File: src/rtl/spi_reg_pkg.sv
// Shared encodings and frame constants for the SPI-to-register-bank bridge.
package spi_reg_pkg;

  typedef enum logic [1:0] {
    ST_IDLE = 2'd0,
    ST_HDR  = 2'd1,
    ST_DATA = 2'd2,
    ST_DONE = 2'd3
  } state_e;

  localparam int FRAME_BITS        = 16;
  localparam int RW_BIT            = 15;
  localparam int DEF_STROBE_CYCLES = 3;

endpackage

File: src/rtl/sync_2ff.sv
// Single-bit multi-flop synchronizer with selectable reset value.
// Latency STAGES cycles; no backpressure.
module sync_2ff #(
  parameter int   STAGES  = 2,
  parameter logic RST_VAL = 1'b0
) (
  input  logic clk_i,
  input  logic rstn_n,
  input  logic d_i,
  output logic q_o
);

  logic [STAGES-1:0] sync_q;

  always_ff @(posedge clk_i or negedge rstn_n) begin
    if (!rstn_n) begin
      sync_q <= {STAGES{RST_VAL}};
    end else begin
      sync_q <= {sync_q[STAGES-2:0], d_i};
    end
  end

  assign q_o = sync_q[STAGES-1];

endmodule

File: src/rtl/spi_reg_bridge.sv
// Mode-0 SPI slave turning 16-bit frames into register-bank read/write strobes.
// Pin-to-edge latency SYNC_STAGES+1 cycles; no backpressure, strobes are fixed-length.
module spi_reg_bridge
  import spi_reg_pkg::*;
#(
  parameter int ADDR_WIDTH    = 7,
  parameter int DATA_WIDTH    = 8,
  parameter int STROBE_CYCLES = DEF_STROBE_CYCLES,
  parameter int SYNC_STAGES   = 2
) (
  input  logic                  clk_i,
  input  logic                  rstn_n,
  input  logic                  spi_csn_i,
  input  logic                  spi_sck_i,
  input  logic                  spi_mosi_i,
  output logic                  spi_miso_o,
  output logic                  spi_miso_oe_o,
  output logic [ADDR_WIDTH-1:0] addr_o,
  output logic [DATA_WIDTH-1:0] write_data_o,
  output logic                  write_en_o,
  output logic                  read_en_o,
  input  logic [DATA_WIDTH-1:0] read_data_i,
  output logic                  abort_o
);

  localparam int HDR_BITS = FRAME_BITS - DATA_WIDTH;
  localparam int CNT_W    = $clog2(FRAME_BITS);
  localparam int SC_W     = (STROBE_CYCLES > 1) ? $clog2(STROBE_CYCLES) : 1;

  logic csn_s, sck_s, mosi_s;

  sync_2ff #(.STAGES(SYNC_STAGES), .RST_VAL(1'b1)) u_sync_csn (
    .clk_i (clk_i), .rstn_n(rstn_n), .d_i(spi_csn_i), .q_o(csn_s)
  );
  sync_2ff #(.STAGES(SYNC_STAGES), .RST_VAL(1'b0)) u_sync_sck (
    .clk_i (clk_i), .rstn_n(rstn_n), .d_i(spi_sck_i), .q_o(sck_s)
  );
  sync_2ff #(.STAGES(SYNC_STAGES), .RST_VAL(1'b0)) u_sync_mosi (
    .clk_i (clk_i), .rstn_n(rstn_n), .d_i(spi_mosi_i), .q_o(mosi_s)
  );

  state_e                  state_q;
  logic                    csn_q, sck_q;
  logic [CNT_W-1:0]        bit_cnt_q;
  logic [DATA_WIDTH-2:0]   rx_q;
  logic [DATA_WIDTH-1:0]   tx_q;
  logic [DATA_WIDTH-1:0]   rdata_q;
  logic                    load_q;
  logic                    rw_q;
  logic [SC_W-1:0]         strb_cnt_q;
  logic                    read_en_q, write_en_q;
  logic [ADDR_WIDTH-1:0]   addr_q;
  logic [DATA_WIDTH-1:0]   wdata_q;
  logic                    miso_q, oe_q, abort_q;

  logic                    csn_fall, csn_rise, sck_rise, sck_fall;
  logic                    strb_last, rd_last;
  logic [DATA_WIDTH-1:0]   rx_d;

  assign csn_fall  = csn_q & ~csn_s;
  assign csn_rise  = ~csn_q & csn_s;
  assign sck_rise  = ~sck_q & sck_s;
  assign sck_fall  = sck_q & ~sck_s;
  assign strb_last = (read_en_q | write_en_q) && (strb_cnt_q == '0);
  assign rd_last   = read_en_q && (strb_cnt_q == '0);
  assign rx_d      = {rx_q, mosi_s};

  always_ff @(posedge clk_i or negedge rstn_n) begin
    if (!rstn_n) begin
      state_q    <= ST_IDLE;
      csn_q      <= 1'b1;
      sck_q      <= 1'b0;
      bit_cnt_q  <= '0;
      rx_q       <= '0;
      tx_q       <= '0;
      rdata_q    <= '0;
      load_q     <= 1'b0;
      rw_q       <= 1'b0;
      strb_cnt_q <= '0;
      read_en_q  <= 1'b0;
      write_en_q <= 1'b0;
      addr_q     <= '0;
      wdata_q    <= '0;
      miso_q     <= 1'b0;
      oe_q       <= 1'b0;
      abort_q    <= 1'b0;
    end else begin
      csn_q   <= csn_s;
      sck_q   <= sck_s;
      oe_q    <= ~csn_s;
      abort_q <= 1'b0;

      // Shared strobe timer; runs to completion regardless of frame state.
      if (strb_last) begin
        read_en_q  <= 1'b0;
        write_en_q <= 1'b0;
      end else if (read_en_q | write_en_q) begin
        strb_cnt_q <= strb_cnt_q - SC_W'(1);
      end
      if (rd_last) begin
        rdata_q <= read_data_i;
      end
      load_q <= rd_last;

      case (state_q)
        ST_IDLE: begin
          if (csn_fall) begin
            state_q   <= ST_HDR;
            bit_cnt_q <= '0;
            miso_q    <= 1'b0;
          end
        end

        ST_HDR: begin
          if (csn_rise) begin
            abort_q <= 1'b1;
            miso_q  <= 1'b0;
            state_q <= ST_IDLE;
          end else if (sck_rise) begin
            rx_q      <= rx_d[DATA_WIDTH-2:0];
            bit_cnt_q <= bit_cnt_q + CNT_W'(1);
            if (bit_cnt_q == CNT_W'(HDR_BITS - 1)) begin
              addr_q  <= rx_d[ADDR_WIDTH-1:0];
              rw_q    <= rx_d[RW_BIT - DATA_WIDTH];
              state_q <= ST_DATA;
              if (!rx_d[RW_BIT - DATA_WIDTH]) begin
                read_en_q  <= 1'b1;
                strb_cnt_q <= SC_W'(STROBE_CYCLES - 1);
              end
            end
          end
        end

        ST_DATA: begin
          if (csn_rise) begin
            abort_q <= 1'b1;
            miso_q  <= 1'b0;
            state_q <= ST_IDLE;
          end else begin
            // Read data lands in TX well before the first data-phase falling edge.
            if (load_q && !rw_q) begin
              tx_q <= rdata_q;
            end else if (sck_fall && !rw_q) begin
              miso_q <= tx_q[DATA_WIDTH-1];
              tx_q   <= {tx_q[DATA_WIDTH-2:0], 1'b0};
            end
            if (sck_rise) begin
              rx_q      <= rx_d[DATA_WIDTH-2:0];
              bit_cnt_q <= bit_cnt_q + CNT_W'(1);
              if (bit_cnt_q == CNT_W'(FRAME_BITS - 1)) begin
                state_q <= ST_DONE;
                if (rw_q) begin
                  wdata_q    <= rx_d;
                  write_en_q <= 1'b1;
                  strb_cnt_q <= SC_W'(STROBE_CYCLES - 1);
                end
              end
            end
          end
        end

        ST_DONE: begin
          if (csn_rise) begin
            miso_q  <= 1'b0;
            state_q <= ST_IDLE;
          end
        end

        default: state_q <= ST_IDLE;
      endcase
    end
  end

  assign spi_miso_o    = miso_q;
  assign spi_miso_oe_o = oe_q;
  assign addr_o        = addr_q;
  assign write_data_o  = wdata_q;
  assign write_en_o    = write_en_q;
  assign read_en_o     = read_en_q;
  assign abort_o       = abort_q;

endmodule

File: config.mk
export PLATFORM = sky130hd
export DESIGN_NAME = spi_reg_bridge
export DESIGN_NICKNAME = d
export VERILOG_FILES = /design/src/rtl/spi_reg_pkg.sv /design/src/rtl/sync_2ff.sv /design/src/rtl/spi_reg_bridge.sv
export SDC_FILE = /design/constraint.sdc
export NUM_CORES = 1
export LEC_CHECK = 0
export ABC_AREA = 0
export CELL_PAD_IN_SITES_DETAIL_PLACEMENT = 0
export CELL_PAD_IN_SITES_GLOBAL_PLACEMENT = 1
export CORE_MARGIN = 8
export CORE_UTILIZATION = 37
export CTS_CLUSTER_DIAMETER = 40
export DETAILED_ROUTE_END_ITERATION = 10
export PLACE_DENSITY_LB_ADDON = 0.2
export SETUP_SLACK_MARGIN = 0.1
export SKIP_CTS_REPAIR_TIMING = 1
export SLEW_MARGIN = 15
export SYNTH_ARGS = -nofsm -noshare
export SYNTH_HDL_FRONTEND = slang
export SYNTH_SLANG_ARGS = --single-unit
File: constraint.sdc
create_clock -name clk_i -period 2.1 [get_ports clk_i]
set_input_delay 0.42 -clock clk_i [delete_from_list [all_inputs] [get_ports clk_i]]
set_output_delay 0.42 -clock clk_i [all_outputs]
set_load 0.02 [all_outputs]
=== After elaboration in Yosys (flattened, before gate mapping) ===
Cells that the tools add are included.

* Latch bits: 0
* Memories kept: 0
* Memory bits (writable): 0
* Register bits after elaboration: 61
* ROM bits: 0
* Output and inout bits: 20
* Word-level logic and storage cells: 112

* Multiplexer cells: 46
* Order comparisons: 0
* Shift operators: 0
* Bitwise operators: 10
* Reductions and logical operators: 18
* Eq/ne operators: 16
* $add $sub $neg: 2
* Multipliers: 0
* Divide/modulo/power cells: 0

{| class="wikitable"
|+ Operators by type and width
! kind !! count
|-
| $mux W2 || 18
|-
| $mux W1 || 19
|-
| $ne A3 B3 Y1 const B || 6
|-
| $mux W8 || 2
|-
| $mux W4 || 3
|-
| $reduce_and A4 Y1 || 3
|-
| $pmux W2 S4 || 1
|-
| $pmux W4 S2 || 1
|-
| $ne A2 B2 Y1 const B || 3
|-
| $reduce_and A3 Y1 || 2
|-
| $reduce_and A6 Y1 || 1
|-
| $not A1 Y1 || 5
|-
| $reduce_and A5 Y1 || 1
|-
| $add A4 B1 Y4 const B || 1
|-
| $and A1 B1 Y1 || 4
|-
| $eq A2 B2 Y1 const B || 2
|-
| $eq A4 B3 Y1 const B || 1
|-
| $eq A4 B4 Y1 const B || 1
|-
| $logic_and A1 B1 Y1 || 4
|-
| $logic_not A2 Y1 || 2
|-
| $ne A2 B1 Y1 const B || 2
|-
| $pmux W2 S2 || 1
|-
| $reduce_bool A2 Y1 || 2
|-
| $reduce_or A2 Y1 || 2
|-
| other kinds (5) || 5
|}

=== Depth between registers and ports, before layout ===
Gate-level depths: netlist (run 1).

* Word-level depth: 8
* Gate-level depth with buffers: 7

=== Modules after synthesis ===
Synthesis (run 1) repeated with hierarchy kept, for this count alone.

* Cell total of the unflattened synthesis: 199
* Area total of the unflattened synthesis: 2,586.2 um2

{| class="wikitable"
|+ By module, submodules not included
! module !! instances !! seq. area each (um2) !! area an instance (um2) !! cells each
|-
| spi_reg_bridge || 1 || 1,377.6 || 2,433.6 || 193
|-
| sync_2ff (u_sync_mosi ...) || 2 || 50.0 || 50.0 || 2
|-
| sync_2ff (u_sync_csn) || 1 || 52.6 || 52.6 || 2
|}

=== Least setup slack after synthesis (run 1) ===
Ideal clock, no wire load.

* Path kind: reg-to-reg
* Start point: register state_q[0]
* End point: register state_q[1]
* Setup slack: 0.447 ns
* Buffers on the path: 0
* Data arrival time: 1.529 ns
* Data required time: 1.975 ns
* Clock period less this slack: 1.653 ns
* Setup time: 0.125 ns
* Stages on the path, launching flop included: 7
* Cell sequence: dfrtp_1 -> inv_1 -> ha_1 -> nor2_1 -> o32ai_1 -> a211oi_2 -> mux2_2

* Cells in the longest elaborated chain, start to end: 3

{| class="wikitable"
|+ RTL lines
! what !! line !! text
|-
| start, declared || spi_reg_bridge.sv:42 || <nowiki>state_e state_q;</nowiki>
|-
| start signal, assigned || spi_reg_bridge.sv:70 || <nowiki>state_q <= ST_IDLE;</nowiki>
|-
| start signal, assigned || spi_reg_bridge.sv:108 || <nowiki>state_q <= ST_HDR;</nowiki>
|-
| start signal, assigned || spi_reg_bridge.sv:118 || <nowiki>state_q <= ST_IDLE;</nowiki>
|-
| $eq A2 B2 Y1, or another cell as far along || spi_reg_bridge.sv:105 || <nowiki>case (state_q)</nowiki>
|-
| $ne A3 B3 Y1 (no line) / $ne A2 B2 Y1 (equally long branches) || n/a ||
|-
| $reduce_and A6 Y1 (no line) || n/a ||
|}

Parallel ways exist; a longest one is shown, timed or not.
A chain may end at the register's enable or synchronous reset.

=== Worst setup path in the final report (run 1) ===
* Start point: register state_q[0]
* End point: register wdata_q[5] (netlist: write_data_o[5])

* Cells in the longest elaborated chain, start to end: 2

{| class="wikitable"
|+ RTL lines
! what !! line !! text
|-
| $eq A2 B2 Y1 || spi_reg_bridge.sv:105 ||
|-
| $reduce_and A5 Y1 (no line) || n/a ||
|-
| end signal, assigned || spi_reg_bridge.sv:153 || <nowiki>wdata_q <= rx_d;</nowiki>
|-
| end, declared || spi_reg_bridge.sv:53 || <nowiki>logic [DATA_WIDTH-1:0] wdata_q;</nowiki>
|}

No other way between the ends.

==> metrics.csv, run 1 <==
stage,metric,value,unit
synthesis,Post-Synthesis Cells,204,
cells_and_area,proportion of layout cells with a drive suffix above 1,26.5,%
synthesis,Post-synth EDFFs,0,
worst_setup_path,Reg-to-Reg Start,state_q[0],
place,Post-DP HPWL,3360,µm
cells_and_area,Nets,264,
synthesis,Synth top area share,55.7,%
worst_setup_path,Critical path origin,state_q[0],
synthesis,flip-flop and latch count after synthesis,61,
run_status,status,completed,
place,DP Cell Count,329,
clock_network,H-Tree Depth,3,
place,IO buf count,32,
global_routing,vias in the first global route,1827,
worst_setup_path,CP Max Fanout,10,
worst_setup_path,slowest CP cell,nor3_4,
global_routing,initial antenna violation count,0,
sta,Worst Tran Pin Value,0.536,ns
synthesis,Syn Nets,224,
worst_setup_path,crit path cell chain,"inv_1, ha_1, nand2_1, nor3_4, mux2_2",
floorplanning,IO Pins,33,
synthesis,mapped cell area,0.00261,mm²
clock_network,CTS tree,yes,
power,cell-internal power,2300,µW
clock_network,Clock Path Buffers,2,
power,Worst IR Drop VDD,0.000560,V
synthesis,Synth Area in Simple Gates,10.3,%
sta,Setup Skew,0.0106,ns
power,Cell Pwr Density,994,mW/mm²
cells_and_area,"Core Util, Final",48.1,%
cells_and_area,Post-Layout Cell Count,345,
detailed_routing,DRC violations left,0,
cells_and_area,Filler cells,648,
floorplanning,Die ar.,0.00999,mm²
global_routing,Overflow after GRT,0,
worst_setup_path,Setup crit end kind,flip-flop,
global_routing,first-pass GRT wire length,8810,µm
detailed_routing,Avg WL per Cell,14.5,µm
global_routing,pin count of the biggest net entering global routing,62,
synthesis,mean post-synth cell area,12.8,µm²
power,sw frac,29.2,%
worst_setup_path,CP peak stage delay,0.45,ns
synthesis,Post-synth top cells,"dfrtp_1, mux2_2, nand2_1, o21ai_0",
clock_network,clk_lat worst skew,0.33,ns
worst_hold_path,Hold Crit Class,primary input to async pin,
detailed_routing,Routed WL,5000,µm
sta,TNS Setup,0,ns
sta,Slew Limit Fails,0,
clock_network,cts bufs inserted,9,
sta,final worst-path cycle share,87.5,%
sta,fin crit period,1.84,ns
sta,Relative slew margins,64.2,%
detailed_routing,via count,1624,
synthesis,multiplexer area fraction after synthesis,16.9,%
worst_setup_path,Worst Path Arrival,2.05,ns
worst_setup_path,worst path bufs/invs,1,
cells_and_area,ANT cells,0,
synthesis,Adder-Cell Fraction of Synth Area,3.36,%
floorplanning,Die Width,100,µm
synthesis,Ys Warns,0,
place,gp weighted congestion,0.769,
floorplanning,num rows,30,
detailed_routing,number of DRC markers in iteration 0,39,
power,clock network fraction of total power,35.9,%
power,sw power,950,µW
worst_setup_path,CP Class,flip-flop to flip-flop,
run,maxcap violations,0,
power,Comb pwr share,20.2,%
worst_setup_path,Worst EP required,2.32,ns
synthesis,ys flop type,dfrtp_1,
cells_and_area,sequential cell area,0.00153,mm²
detailed_routing,Initial DRT Pass Iterations,4,
clock_network,Clock Pin Slew Worst Setup and Hold Paths,0.07,ns
synthesis,XOR/XNOR share of the synthesized area,0.336,%
global_routing,total track usage,11.1,%
power,sequential power share,43.9,%
synthesis,count of cell types in the netlist,41,
clock_network,clock sink total,61,
worst_setup_path,Worst Setup Start Kind,flip-flop,
detailed_routing,Routed Antenna Nets,0,
detailed_routing,Vias/cell,4.71,
sta,setup violators final,0,
sta,final hold viol count,0,
synthesis,Area contributors post-synth,"dfrtp_1, mux2_2, ha_1",
synthesis,ys async rst share,100,%
power,Pleak,0.00156,µW
cells_and_area,Area Growth Syn to Fin,25.4,%
floorplanning,Initial Util,38.4,%
synthesis,top cell type by total area after synthesis,dfrtp_1,
cells_and_area,area of the multi-input gates,0.00102,mm²
synthesis,largest family of logic cells by synthesized area,multiplexers,
sta,Fmax achieved,544,MHz
floorplanning,CORE AREA,0.00679,mm²
floorplanning,die height,100,µm
sta,RSZ-0062 raised after global routing,no,
worst_setup_path,"CP delay by family, top",simple AND/OR/NAND/NOR gates,
synthesis,"Seq/Total Area, Yosys",58.7,%
clock_network,Root Buffer,clkbuf_8,
synthesis,post-synthesis compound-gate area fraction,8.30,%
synthesis,top-count cell post-synth,dfrtp_1,
[cell usage in the layout (no fill, tap or decap), types with 2 or more instances in the layout]
cell              n
dfstp_2           3
dfrtp_1          58
mux2_2           32
nand2_1          19
nor2_1            9
clkbuf_8         10
nor2b_1           3
a21oi_1           3
inv_1             9
o21ai_2           2
clkinv_2          2
mux2i_1           8
nand3_1           4
a22o_1            3
o21ai_0          13
nand2_2           2
ha_1              7
clkdlybuf4s50_1  31
bufinv_16         2
a31oi_1           2
[layout make-up]
| class | instances | area share, % |
|---|---|---|
| clock inverters | 6 | 2.64 |
| inverters | 10 | 1.15 |
| well taps | 96 | 3.67 |
| flip-flops and latches | 61 | 46.8 |
| repair buffers | 33 | 10.3 |
| clock buffers | 10 | 4.21 |
| multi-input cells | 129 | 31.3 |
[metal layers]
metal / track usage [%] / vias to the layer above / part of all wire [%]
met5: 0 / - / 0
met4: 5.94 / 0 / 1.6
met3: 3.46 / 6 / 4.8
met2: 16.8 / 26 / 45
met1: 13.8 / 796 / 48
li1: - / 796 / -
[cell families after synthesis]
family / Yosys count
simple gates: 49
xor+xnor: 1
fa+ha+maj: 7
compound gates: 32
mux: 40
flops: 61
buf+inv: 14
[state kept, by name, summed over array words and instances (netlist names), 2 cells and up]
signal,cells
write_data_o,8
state_q,2
tx_q,8
bit_cnt_q,4
rdata_q,8
u_sync_csn.sync_q,2
u_sync_sck.sync_q,2
rx_q,7
addr_o,7
u_sync_mosi.sync_q,2
strb_cnt_q,2
[worst paths after layout]
path / slack [ns] / cells past startpoint / end
setup / recovery: 0.26 / 5 / write_data_o[5]
hold / removal: 0.08 / 2 / abort_o
setup reg to reg: 0.26 / 5 / write_data_o[5]
hold reg to reg: 0.35 / 0 / u_sync_sck.sync_q[1]
max in group asynchronous: 1.73 / 2 / strb_cnt_q[0]
min in group clk_i: 0.35 / 0 / u_sync_sck.sync_q[1]
[power groups by stage]
stage          Clock [µW]  Sequential (µW)  Combinational [µW]
2_1_floorplan           0             1420                 467
3_3_place_gp            0             1450                 657
3_5_place_dp            0             1450                 659
4_1_cts              1190             1430                 666
5_1_grt              1250             1450                 745
6_report             1170             1430                 657
[metrics by stage]
stage	area [µm²]	total power, µW	worst slack, ns	hold slack (ns)
after floorplan	2610	1890	0.447	0.124
after global placement	3050	2100	0.263	0.337
after detailed placement	3050	2110	0.248	0.335
after CTS	3270	3280	0.238	0.0955
after global routing	3270	3440	0.125	0.111
final	3270	3250	0.263	0.0827
Power figures use the tool's default switching activity.
==> run 2: changes to the inputs <==
- CORE_ASPECT_RATIO: unset -> 0.7
==> run 2 against run 1 <==
Against the previous run: global-route usage up 0.053 points; sequential power about the same; worst setup slack gained 0.0075 ns; clock power is 9% lower; total power fell by 3.3%; maximum frequency up 0.41%; wire length fell by 0.40%; final area is 0.61% higher; clock skew fell by 0.0015 ns; non-clock buffer count is 2 higher; largest power group unchanged; highest routed layer unchanged.
==> metrics.csv, run 2 (synthesis results as in run 1) <==
stage,metric,value,unit,change
detailed_routing,number of DRC markers in iteration 0,60,,+54%
clock_network,cts bufs inserted,9,,unchanged
sta,fin worst setup slack,0.270,ns,+0.00753 ns
sta,setup violators final,0,,unchanged
cells_and_area,proportion of layout cells with a drive suffix above 1,27.1,%,+0.59 points
sta,Relative slew margins,62.7,%,-1.5 points
clock_network,CTS tree,yes,,
clock_network,Clock Pin Slew Worst Setup and Hold Paths,0.08,ns,about the same
power,Cell Pwr Density,956,mW/mm²,-3.9%
floorplanning,num rows,25,,-17%
sta,Worst Tran Pin Value,0.559,ns,+0.0226 ns
cells_and_area,ANT cells,0,,unchanged
run,maxcap violations,0,,unchanged
floorplanning,die height,86.2,µm,-14%
sta,Setup Skew,0.00915,ns,-0.00148 ns
detailed_routing,Routed Antenna Nets,0,,unchanged
global_routing,initial antenna violation count,0,,unchanged
clock_network,Clock Path Buffers,2,,unchanged
power,Worst IR Drop VDD,0.000364,V,-35%
place,Place WS,0.221,ns,-0.0269 ns
sta,RSZ-0062 raised after global routing,no,,
floorplanning,Initial Util,38.4,%,about the same
detailed_routing,Routed WL,4980,µm,-0.40%
sta,Slew Limit Fails,0,,unchanged
power,Pleak,0.00156,µW,+0.23%
sta,TNS Setup,0,ns,unchanged
cells_and_area,Filler cells,644,,-0.62%
worst_setup_path,CP Max Fanout,5,,-5
cells_and_area,"most common cell after layout, fill and taps aside",dfrtp_1,,
cells_and_area,Nets,266,,+0.76%
worst_hold_path,Hold Crit Class,primary input to async pin,,
floorplanning,IO Pins,33,,unchanged
worst_setup_path,CP Class,flip-flop to flip-flop,,
run_status,status,completed,,
sta,final hold viol count,0,,unchanged
global_routing,pin count of the biggest net entering global routing,24,,-61%
worst_setup_path,Worst Setup Start Kind,flip-flop,,
place,IO buf count,32,,unchanged
place,gp weighted congestion,0.745,,-3.1%
sta,final worst-path cycle share,87.1,%,-0.36 points
detailed_routing,Initial DRT Pass Iterations,4,,unchanged
clock_network,Root Buffer,clkbuf_8,,
sta,fin crit period,1.83,ns,-0.00753 ns
cells_and_area,Area Growth Syn to Fin,26.2,%,
global_routing,total track usage,11.2,%,+0.053 points
place,Post-DP HPWL,3550,µm,+5.5%
detailed_routing,Avg WL per Cell,14.4,µm,-0.40%
detailed_routing,Vias/cell,4.76,,+1.2%
worst_setup_path,Worst EP required,2.32,ns,about the same
worst_setup_path,Worst Path Arrival,2.05,ns,about the same
worst_setup_path,Setup crit end kind,flip-flop,,
cells_and_area,post-route cell area,0.00329,mm²,+0.61%
cells_and_area,sequential cell area,0.00153,mm²,unchanged
cells_and_area,area of the multi-input gates,0.00102,mm²,unchanged
clock_network,clk_lat worst skew,0.34,ns,about the same
clock_network,clock sink total,61,,unchanged
detailed_routing,DRC violations left,0,,unchanged
detailed_routing,via count,1643,,+1.2%
floorplanning,CORE AREA,0.00679,mm²,about the same
floorplanning,Die ar.,0.0100,mm²,+0.42%
global_routing,Overflow after GRT,0,,unchanged
global_routing,first-pass GRT wire length,8570,µm,-2.7%
sta,Fmax achieved,547,MHz,+0.41%
global_routing,vias in the first global route,1685,,-7.8%
cells_and_area,"commonest cells after routing, fill and taps aside","dfrtp_1, mux2_2, clkdlybuf4s50_1, nand2_1, o21ai_0",,
clock_network,H-Tree Depth,3,,unchanged
place,placed cell areas,0.00306,mm²,+0.58%
floorplanning,Die Width,116,µm,+16%
==> run 2: cell types whose count changed in the layout (fill, tap and decap cells not counted) <==
| cell | delta |
|---|---|
| bufinv_16 | -1 |
| clkbuf_8 | -1 |
| clkinv_2 | -2 |
| inv_6 | +2 |
| buf_12 | +2 |
| inv_8 | +1 |
| clkinvlp_4 | +1 |
==> run 2: metrics by stage <==
step	hold WS (ns)	instances	total power (µW)	utilization [%]
global placement	0.335	328	2100	45.1
detailed placement	0.336	328	2110	45.1
floorplan	0.124	204	1890	-
global route	0.0796	345	3350	48.5
finish	0.0674	345	3140	48.5
CTS	0.0660	344	3200	48.2
==> run 2: final cells by class <==
| type | count | share of cell area (%) |
|---|---|---|
| Clock buffer | 9 | 3.77 |
| Inverter | 10 | 1.14 |
| Sequential cell | 61 | 46.5 |
| Tap cell | 94 | 3.58 |
| Multi-Input combinational cell | 129 | 31.1 |
| Clock inverter | 7 | 2.51 |
| Timing Repair Buffer | 35 | 11.4 |
==> run 2: final timing paths <==
check | start | end | slack [ns] | cells past startpoint
max | state_q[0] | state_q[1] | 0.27 | 6
max reg2reg | state_q[0] | state_q[1] | 0.27 | 6
max in group asynchronous | rstn_n | csn_q | 1.46 | 2
min in group clk_i | u_sync_csn.sync_q[0] | u_sync_csn.sync_q[1] | 0.36 | 0
min reg2reg | u_sync_csn.sync_q[0] | u_sync_csn.sync_q[1] | 0.36 | 0
min | rstn_n | rx_q[4] | 0.07 | 1
==> run 2: routing by layer <==
layer / up-vias / track usage [%] / routed length (µm)
li1: 799 / - / -
met1: 801 / 15.1 / 2550
met2: 30 / 14.8 / 2010
met3: 13 / 4.93 / 310
met4: 0 / 5.04 / 99
met5: - / 0 / 0
==> run 2: report_power, final <==
part           switching, µW  total [µW]  internal, µW
sequential               121        1430          1300
combinational            356         655           299
clock                    497        1060           565
total                    974        3140          2170
==> run 2: critical path, cell delays in order (launching register included) <==
cell and delay, ns:
dfrtp_1 0.40, inv_1 0.10, ha_1 0.27, nor2_1 0.21, o32ai_1 0.13, a211oi_2 0.25, mux2_2 0.36
